==> src/rtl/mem_arbiter.sv <==
// mem_arbiter: shares one single-port synchronous-read memory between the
// CPU core (port A) and the host loader/debug port (port B).
//
// Handshake (both ports): a requester raises req_x together with we_x,
// lock_x, addr_x and wdata_x and holds all of them stable until it sees
// gnt_x. gnt_x high means the access is issued to memory in that same
// cycle. Dropping req_x before gnt_x withdraws the request. A granted read
// returns rvalid_x for exactly the following cycle, with rdata_x valid
// only while rvalid_x is high.
//
// Ports:
//   clk, rst            clock, asynchronous active-high reset
//   req/we/lock/addr/wdata_{a,b}   requester inputs
//   gnt/rvalid/rdata_{a,b}         requester outputs
//   mem_en/we/addr/wdata           memory strobe and command
//   mem_rdata                      memory read data (one cycle after strobe)
//   dbg_lock_owner_o               lock owner state: 0 none, 1 A, 2 B
module mem_arbiter #(
  parameter int AW       = 8,
  parameter int DW       = 16,
  parameter int RR_MODE  = 1,
  parameter int MAX_WAIT = 4
) (
  input  logic          clk,
  input  logic          rst,
  input  logic          req_a,
  input  logic          we_a,
  input  logic          lock_a,
  input  logic [AW-1:0] addr_a,
  input  logic [DW-1:0] wdata_a,
  output logic          gnt_a,
  output logic          rvalid_a,
  output logic [DW-1:0] rdata_a,
  input  logic          req_b,
  input  logic          we_b,
  input  logic          lock_b,
  input  logic [AW-1:0] addr_b,
  input  logic [DW-1:0] wdata_b,
  output logic          gnt_b,
  output logic          rvalid_b,
  output logic [DW-1:0] rdata_b,
  output logic          mem_en,
  output logic          mem_we,
  output logic [AW-1:0] mem_addr,
  output logic [DW-1:0] mem_wdata,
  input  logic [DW-1:0] mem_rdata,
  output logic [1:0]    dbg_lock_owner_o
);

  localparam int WCW = 4;
  localparam logic [WCW-1:0] WAIT_MAX = WCW'(MAX_WAIT);

  typedef enum logic [1:0] {
    OWN_NONE = 2'd0,
    OWN_A    = 2'd1,
    OWN_B    = 2'd2
  } owner_e;

  owner_e         lock_owner_q, lock_owner_d;
  logic [WCW-1:0] wait_cnt_q, wait_cnt_d;
  // 1 = most recent grant went to B. Resets to 1 so A wins the first tie.
  logic           last_b_q, last_b_d;
  logic           rvalid_a_q, rvalid_b_q;
  logic           win_a, win_b;

  // Arbitration: lock owner first, then lone requester, then policy.
  always_comb begin
    win_a = 1'b0;
    win_b = 1'b0;
    if (lock_owner_q == OWN_A) begin
      win_a = req_a;
    end else if (lock_owner_q == OWN_B) begin
      win_b = req_b;
    end else if (req_a && req_b) begin
      if (RR_MODE != 0) begin
        win_a = last_b_q;
        win_b = !last_b_q;
      end else if (wait_cnt_q == WAIT_MAX) begin
        win_b = 1'b1;
      end else begin
        win_a = 1'b1;
      end
    end else begin
      win_a = req_a;
      win_b = req_b;
    end
  end

  // Grants are suppressed for as long as reset is held, so no strobe escapes.
  assign gnt_a = win_a & ~rst;
  assign gnt_b = win_b & ~rst;

  always_comb begin
    mem_en    = gnt_a | gnt_b;
    mem_we    = 1'b0;
    mem_addr  = addr_a;
    mem_wdata = wdata_a;
    if (gnt_b) begin
      mem_we    = we_b;
      mem_addr  = addr_b;
      mem_wdata = wdata_b;
    end else if (gnt_a) begin
      mem_we    = we_a;
    end
  end

  // Next-state for lock ownership, last winner and B's starvation counter.
  always_comb begin
    lock_owner_d = lock_owner_q;
    // The owner releases on the first edge it presents lock low,
    // whether or not it is requesting.
    if (lock_owner_q == OWN_A && !lock_a) lock_owner_d = OWN_NONE;
    if (lock_owner_q == OWN_B && !lock_b) lock_owner_d = OWN_NONE;
    if (gnt_a && lock_a) lock_owner_d = OWN_A;
    if (gnt_b && lock_b) lock_owner_d = OWN_B;

    last_b_d = last_b_q;
    if (gnt_a) last_b_d = 1'b0;
    if (gnt_b) last_b_d = 1'b1;

    wait_cnt_d = '0;
    if (RR_MODE == 0 && req_b && !gnt_b) begin
      wait_cnt_d = (wait_cnt_q == WAIT_MAX) ? wait_cnt_q : wait_cnt_q + 4'd1;
    end
  end

  always_ff @(posedge clk or posedge rst) begin
    if (rst) begin
      lock_owner_q <= OWN_NONE;
      wait_cnt_q   <= '0;
      last_b_q     <= 1'b1;
      rvalid_a_q   <= 1'b0;
      rvalid_b_q   <= 1'b0;
    end else begin
      lock_owner_q <= lock_owner_d;
      wait_cnt_q   <= wait_cnt_d;
      last_b_q     <= last_b_d;
      rvalid_a_q   <= gnt_a & ~we_a;
      rvalid_b_q   <= gnt_b & ~we_b;
    end
  end

  assign rvalid_a         = rvalid_a_q;
  assign rvalid_b         = rvalid_b_q;
  assign rdata_a          = mem_rdata;
  assign rdata_b          = mem_rdata;
  assign dbg_lock_owner_o = lock_owner_q;

endmodule

==> config.mk <==
export PLATFORM = sky130hd
export DESIGN_NAME = mem_arbiter
export DESIGN_NICKNAME = d
export VERILOG_FILES = /design/src/rtl/mem_arbiter.sv
export SDC_FILE = /design/constraint.sdc
export NUM_CORES = 1
export LEC_CHECK = 0
export CAP_MARGIN = 15
export CORE_ASPECT_RATIO = 0.5
export CORE_UTILIZATION = 23
export CTS_CLUSTER_SIZE = 25
export DETAILED_ROUTE_END_ITERATION = 10
export PLACE_DENSITY = 0.81
export REMOVE_ABC_BUFFERS = 1
export SLEW_MARGIN = 5
export SYNTH_ARGS = -nofsm -noshare
export SYNTH_HDL_FRONTEND = slang
export SYNTH_SLANG_ARGS = --single-unit
==> constraint.sdc <==
create_clock -name clk -period 2.15 [get_ports clk]
set_input_delay 0.43 -clock clk [delete_from_list [all_inputs] [get_ports clk]]
set_output_delay 0.43 -clock clk [all_outputs]
set_load 0.005 [all_outputs]
# [Yosys cells after proc, flatten, opt, wreduce, memory -nomap -nowiden]
# Index checks and enable logic that the tools add are counted.
[op_classes] n_addsub=0 multipliers=0 div=0 magnitude_cmp=0 n_eq_ne=2 shifts=0 muxes=16 bitwise_logic=8 reduce_logical=10
[op_table] op="$mux 16" n=1
[op_table] op="$mux 1" n=10
[op_table] op="$mux 2" n=4
[op_table] op="$mux 8" n=1
[op_table] op="$logic_and 1x1->1" n=5
[op_table] op="$and 1x1->1" n=4
[op_table] op="$reduce_bool 4->1" n=1
[op_table] op="$logic_not 1->1" n=3
[op_table] op="$not 1->1" n=3
[op_table] op="$eq 2x1->1 const B" n=1
[op_table] op="$eq 2x2->1 const B" n=1
[op_table] op="$reduce_bool 2->1" n=1
[op_table] op="$or 1x1->1" n=1
[totals] register_bits=5 latchBits=0 ram_bits=0 mem_bits_ro=0 in_bits=72 memories=0

# [Logic depth before layout (Yosys ltp)]
[logic_depth] word_depth=8 mapped_depth=5 depth_no_buf=3

# [Least setup slack after synthesis]
# OpenSTA, ideal clock, no wires.
[synth_timing] path_kind="reg2out" start="register last_b_q" end="output port mem_addr[0]" t_arrival_ps=1456 setup_slack_ps=264 stages_incl_launch_ff=6 path_buffers=2 path_cell_list="dfstp_2 a21oi_1 a32o_1 buf_6 buf_6 mux2_4"
[synth_via] elab_chain_len=6
[synth_lines] element="start: declaration" line="62" source="logic last_b_q, last_b_d;"
[synth_lines] element="start signal: assignment" line="137" source="last_b_q <= last_b_d;"
[synth_lines] element="$logic_not 1->1" line="77" source="win_b = !last_b_q;"
[synth_lines] element="$mux 1" line="74" source="end else if (req_a && req_b) begin"
[synth_lines] element="$mux 1" line="72" source="end else if (lock_owner_q == OWN_B) begin"
[synth_lines] element="$mux 1" line="70" source="if (lock_owner_q == OWN_A) begin"
[synth_lines] element="$and 1x1->1" line="91" source="assign gnt_b = win_b & ~rst;"
[synth_lines] element="via gnt_b" line="39" source="output logic gnt_b,"
[synth_lines] element="$mux 8" line="98" source="if (gnt_b) begin"
[synth_lines] element="end: declaration" line="44" source="output logic [AW-1:0] mem_addr,"
# The timed path passes the listed nets, and every way through them passes these cells.

# [Worst setup path in the final report]
[layout_timing] start="register last_b_q" end="output port mem_addr[2]"
[layout_via] elab_chain_len=6
[layout_lines] element="$logic_not 1->1" line="77"
[layout_lines] element="$mux 1" line="74"
[layout_lines] element="$mux 1" line="72"
[layout_lines] element="$mux 1" line="70"
[layout_lines] element="$and 1x1->1" line="91"
[layout_lines] element="$mux 8" line="98"
# No other way between the ends.

==> summary.md <==
| Metric | Value |
|---|---|
| Cells after Synth | `96` |
| Area grow syn2layout | `98.86%` |
| Tmin final | `2.253 ns` |
| DRC | `0` |
| Worst-skew pair later-pin latency | `0.22 ns` |
| CP Class | `flop to output port` |
| Antenna Nets Post-Route | `0` |
| Port Buf Inserts | `87` |
| Synth unique cells | `26` |
| Area of the multi-input gates | `511.7 µm²` |
| TritonCTS Buffers | `3` |
| R2R Path Start | `last_b_q` |
| Root buffer cell | `clkbuf_8` |
| Initial core utilization | `24.87%` |
| Ports | `136` |
| Initial antenna violation count | `0` |
| Top cell type's share of synthesized area | `27.23%` |
| Share of layout cells above drive strength 1 | `46.11%` |
| Die Y | `45.79 µm` |
| Failing checks | `negative setup slack` |
| Post-synth top flop | `dfrtp_1` |
| Pleak | `0.7644 nW` |
| TritonCTS clock tree | `yes` |
| Worst R2R Path Depth | `7` |
| First-pass GRT wire length | `5354 µm` |
| Critical Path RT | `1.72 ns` |
| Area leader, netlist | `buf_4` |
| Clock Tree Buf Depth | `2` |
| Most instantiated library cell after synthesis | `buf_4` |
| Startpoint types | `flop` |
| Top cells by count, synth | `buf_4, mux2_2, mux2_4` |
| Syn Area/Cell | `9.189 µm²` |
| Pwr per Cell Area | `546.4 mW/mm²` |
| Mapped Area | `882.1 µm²` |
| H-Tree Depth | `1` |
| Antenna diodes | `0` |
| Final nets | `240` |
| Placed cell area | `0.001629 mm²` |
| Critical path startpoint | `last_b_q` |
| CP arrival | `1.82 ns` |
| Die width | `89.58 µm` |
| Peak VDD IR | `0.0001517 V` |
| Max FO, Critical Path | `5` |
| Max Clk Rate | `443.9 MHz` |
| Largest net degree at the start of global routing | `9` |
| Setup Skew | `0.001725 ns` |
| Via/cell ratio | `4.514` |
| Yosys warning count | `0` |
| Hold Crit Class | `primary input to async pin` |
| RSZ-0062 raised after global routing | `yes` |
| Top cells by area, synth | `buf_4, mux2_2, dfrtp_1` |
| CTS Hold Buffers Added | `0` |
| Row cnt | `15` |
| Via Count | `984` |
| Rel. slew slack | `79.33%` |
| Final instance area | `0.001754 mm²` |
| Reg area | `126.4 µm²` |
| FILL cells | `311` |
| Routed len/inst | `16.46 µm` |
| Crit end category | `output port` |
| Number of DRC markers in iteration 0 | `24` |
| Number of global-route vias before repair | `1,036` |
| Status | `finished, violations left` |
| GP Congestion | `0.7186` |
| Worst slack, placed | `-0.5701 ns` |
| Setup Viol. Count Final | `10` |
| Fin. Hold Viols | `0` |
| Die ar. | `0.004102 mm²` |
| Clock transition at path regs | `0.03 ns` |
| Fin worst setup slack | `-0.1029 ns` |
| Synth Register Bits | `5` |
| Period utilization | `104.8%` |
| Max-cap violations | `0` |
| Global route overflow | `0` |
| Core area | `0.003547 mm²` |
| DP Wirelength | `2836 µm` |
| WL final | `3589 µm` |
| Pre-antenna DRT Iters | `4` |
| Post-synthesis sequential area ratio | `14.33%` |
| Clock sink total | `5` |
| Tightest Pin Transition | `0.3060 ns` |
| Post-synth EDFFs | `0` |
| Final Max Tran Viols | `0` |
| Ys async rst share | `100.0%` |
| Gr usage total | `18.48%` |
layout by cell type, fill, tap and decap left out, types with 2 or more instances in the layout:
master,netlist,final
o21ai_0,2,2
buf_6,2,16
clkdlybuf4s50_1,0,56
buf_16,0,2
inv_1,3,3
mux2_4,5,9
nor3_1,3,3
clkbuf_2,0,2
buf_2,1,12
dfrtp_1,4,4
clkbuf_8,0,3
nand2b_1,2,2
clkdlybuf4s15_1,0,3
mux2_2,19,15
buf_4,32,9
nand2_1,2,2
nor2b_1,4,4
final timing paths:
path,to,slack (ns)
setup reg to reg,dbg_lock_owner_o[0],0.45
hold / removal,dbg_lock_owner_o[1],0.20
min in group clk,last_b_q,0.55
hold reg to reg,last_b_q,0.69
setup / recovery,mem_addr[2],-0.10
max in group asynchronous,last_b_q,1.75
power breakdown:
group / total (W) / internal, W / switching (W)
Sequential: 0.000143 / 0.000123 / 0.0000201
Combinational: 0.000647 / 0.000428 / 0.000219
Clock: 0.000169 / 0.000127 / 0.0000420
Total: 0.000959 / 0.000678 / 0.000281
what timing repair did:
item	4_1_cts	5_1_grt
pin swaps	2	2
gates cloned	3	0
buffers inserted	5	0
gates resized for setup	129	13
endpoints found under the setup margin	28	28
area by class of cell:
class,instances,area share (%)
clock buffer,4,2.568
tap,51,3.638
inverter,3,0.6419
multi-input combinational,53,29.17
sequential,5,7.204
timing repair buffer,102,56.78
routing by layer:
layer  vias up  routed length, µm  global-route usage [%]
li1        446                  -                       -
met1       448               1321                   20.37
met2        84               1631                   27.27
met3         4                594                   14.31
met4         2                  4                   3.810
met5         -                 37                   10.39
flip-flops by register name, indices dropped and copies added (netlist names):
name and cells:
dbg_lock_owner_o 2, rvalid_b 1, last_b_q 1, rvalid_a 1
worst max-delay path: stages (launching register included):
cell and delay, ns:
dfstp_2 0.55, a21oi_2 0.06, a32o_2 0.31, buf_12 0.15, buf_16 0.13, mux2_4 0.30
buf_6 0.11
through the flow:
stage	hold WS, ns	setup TNS (ns)	power [W]	instances	utilization, %
floorplan	0.2162	-3.660	0.0003609	61	-
global placement	0.6299	-14.21	0.0007041	208	45.93
detailed placement	0.6508	-14.69	0.0007144	208	45.93
CTS	0.3159	-1.993	0.0009816	220	49.84
global route	0.2294	-1.857	0.001022	218	49.45
finish	0.2039	-0.8090	0.0009586	218	49.45
cell families after synthesis:
| group | Yosys count | share of synthesized area [%] |
|---|---|---|
| flip-flops | 5 | 14.33 |
| multiplexers | 24 | 32.77 |
| adder cells (fa/ha/maj) | 1 | 1.135 |
| AND/OR/NAND/NOR | 18 | 12.06 |
| AO/OA/AOI/OAI | 10 | 8.086 |
| buffers and inverters | 38 | 31.63 |
(Power assumes the default switching activity.)
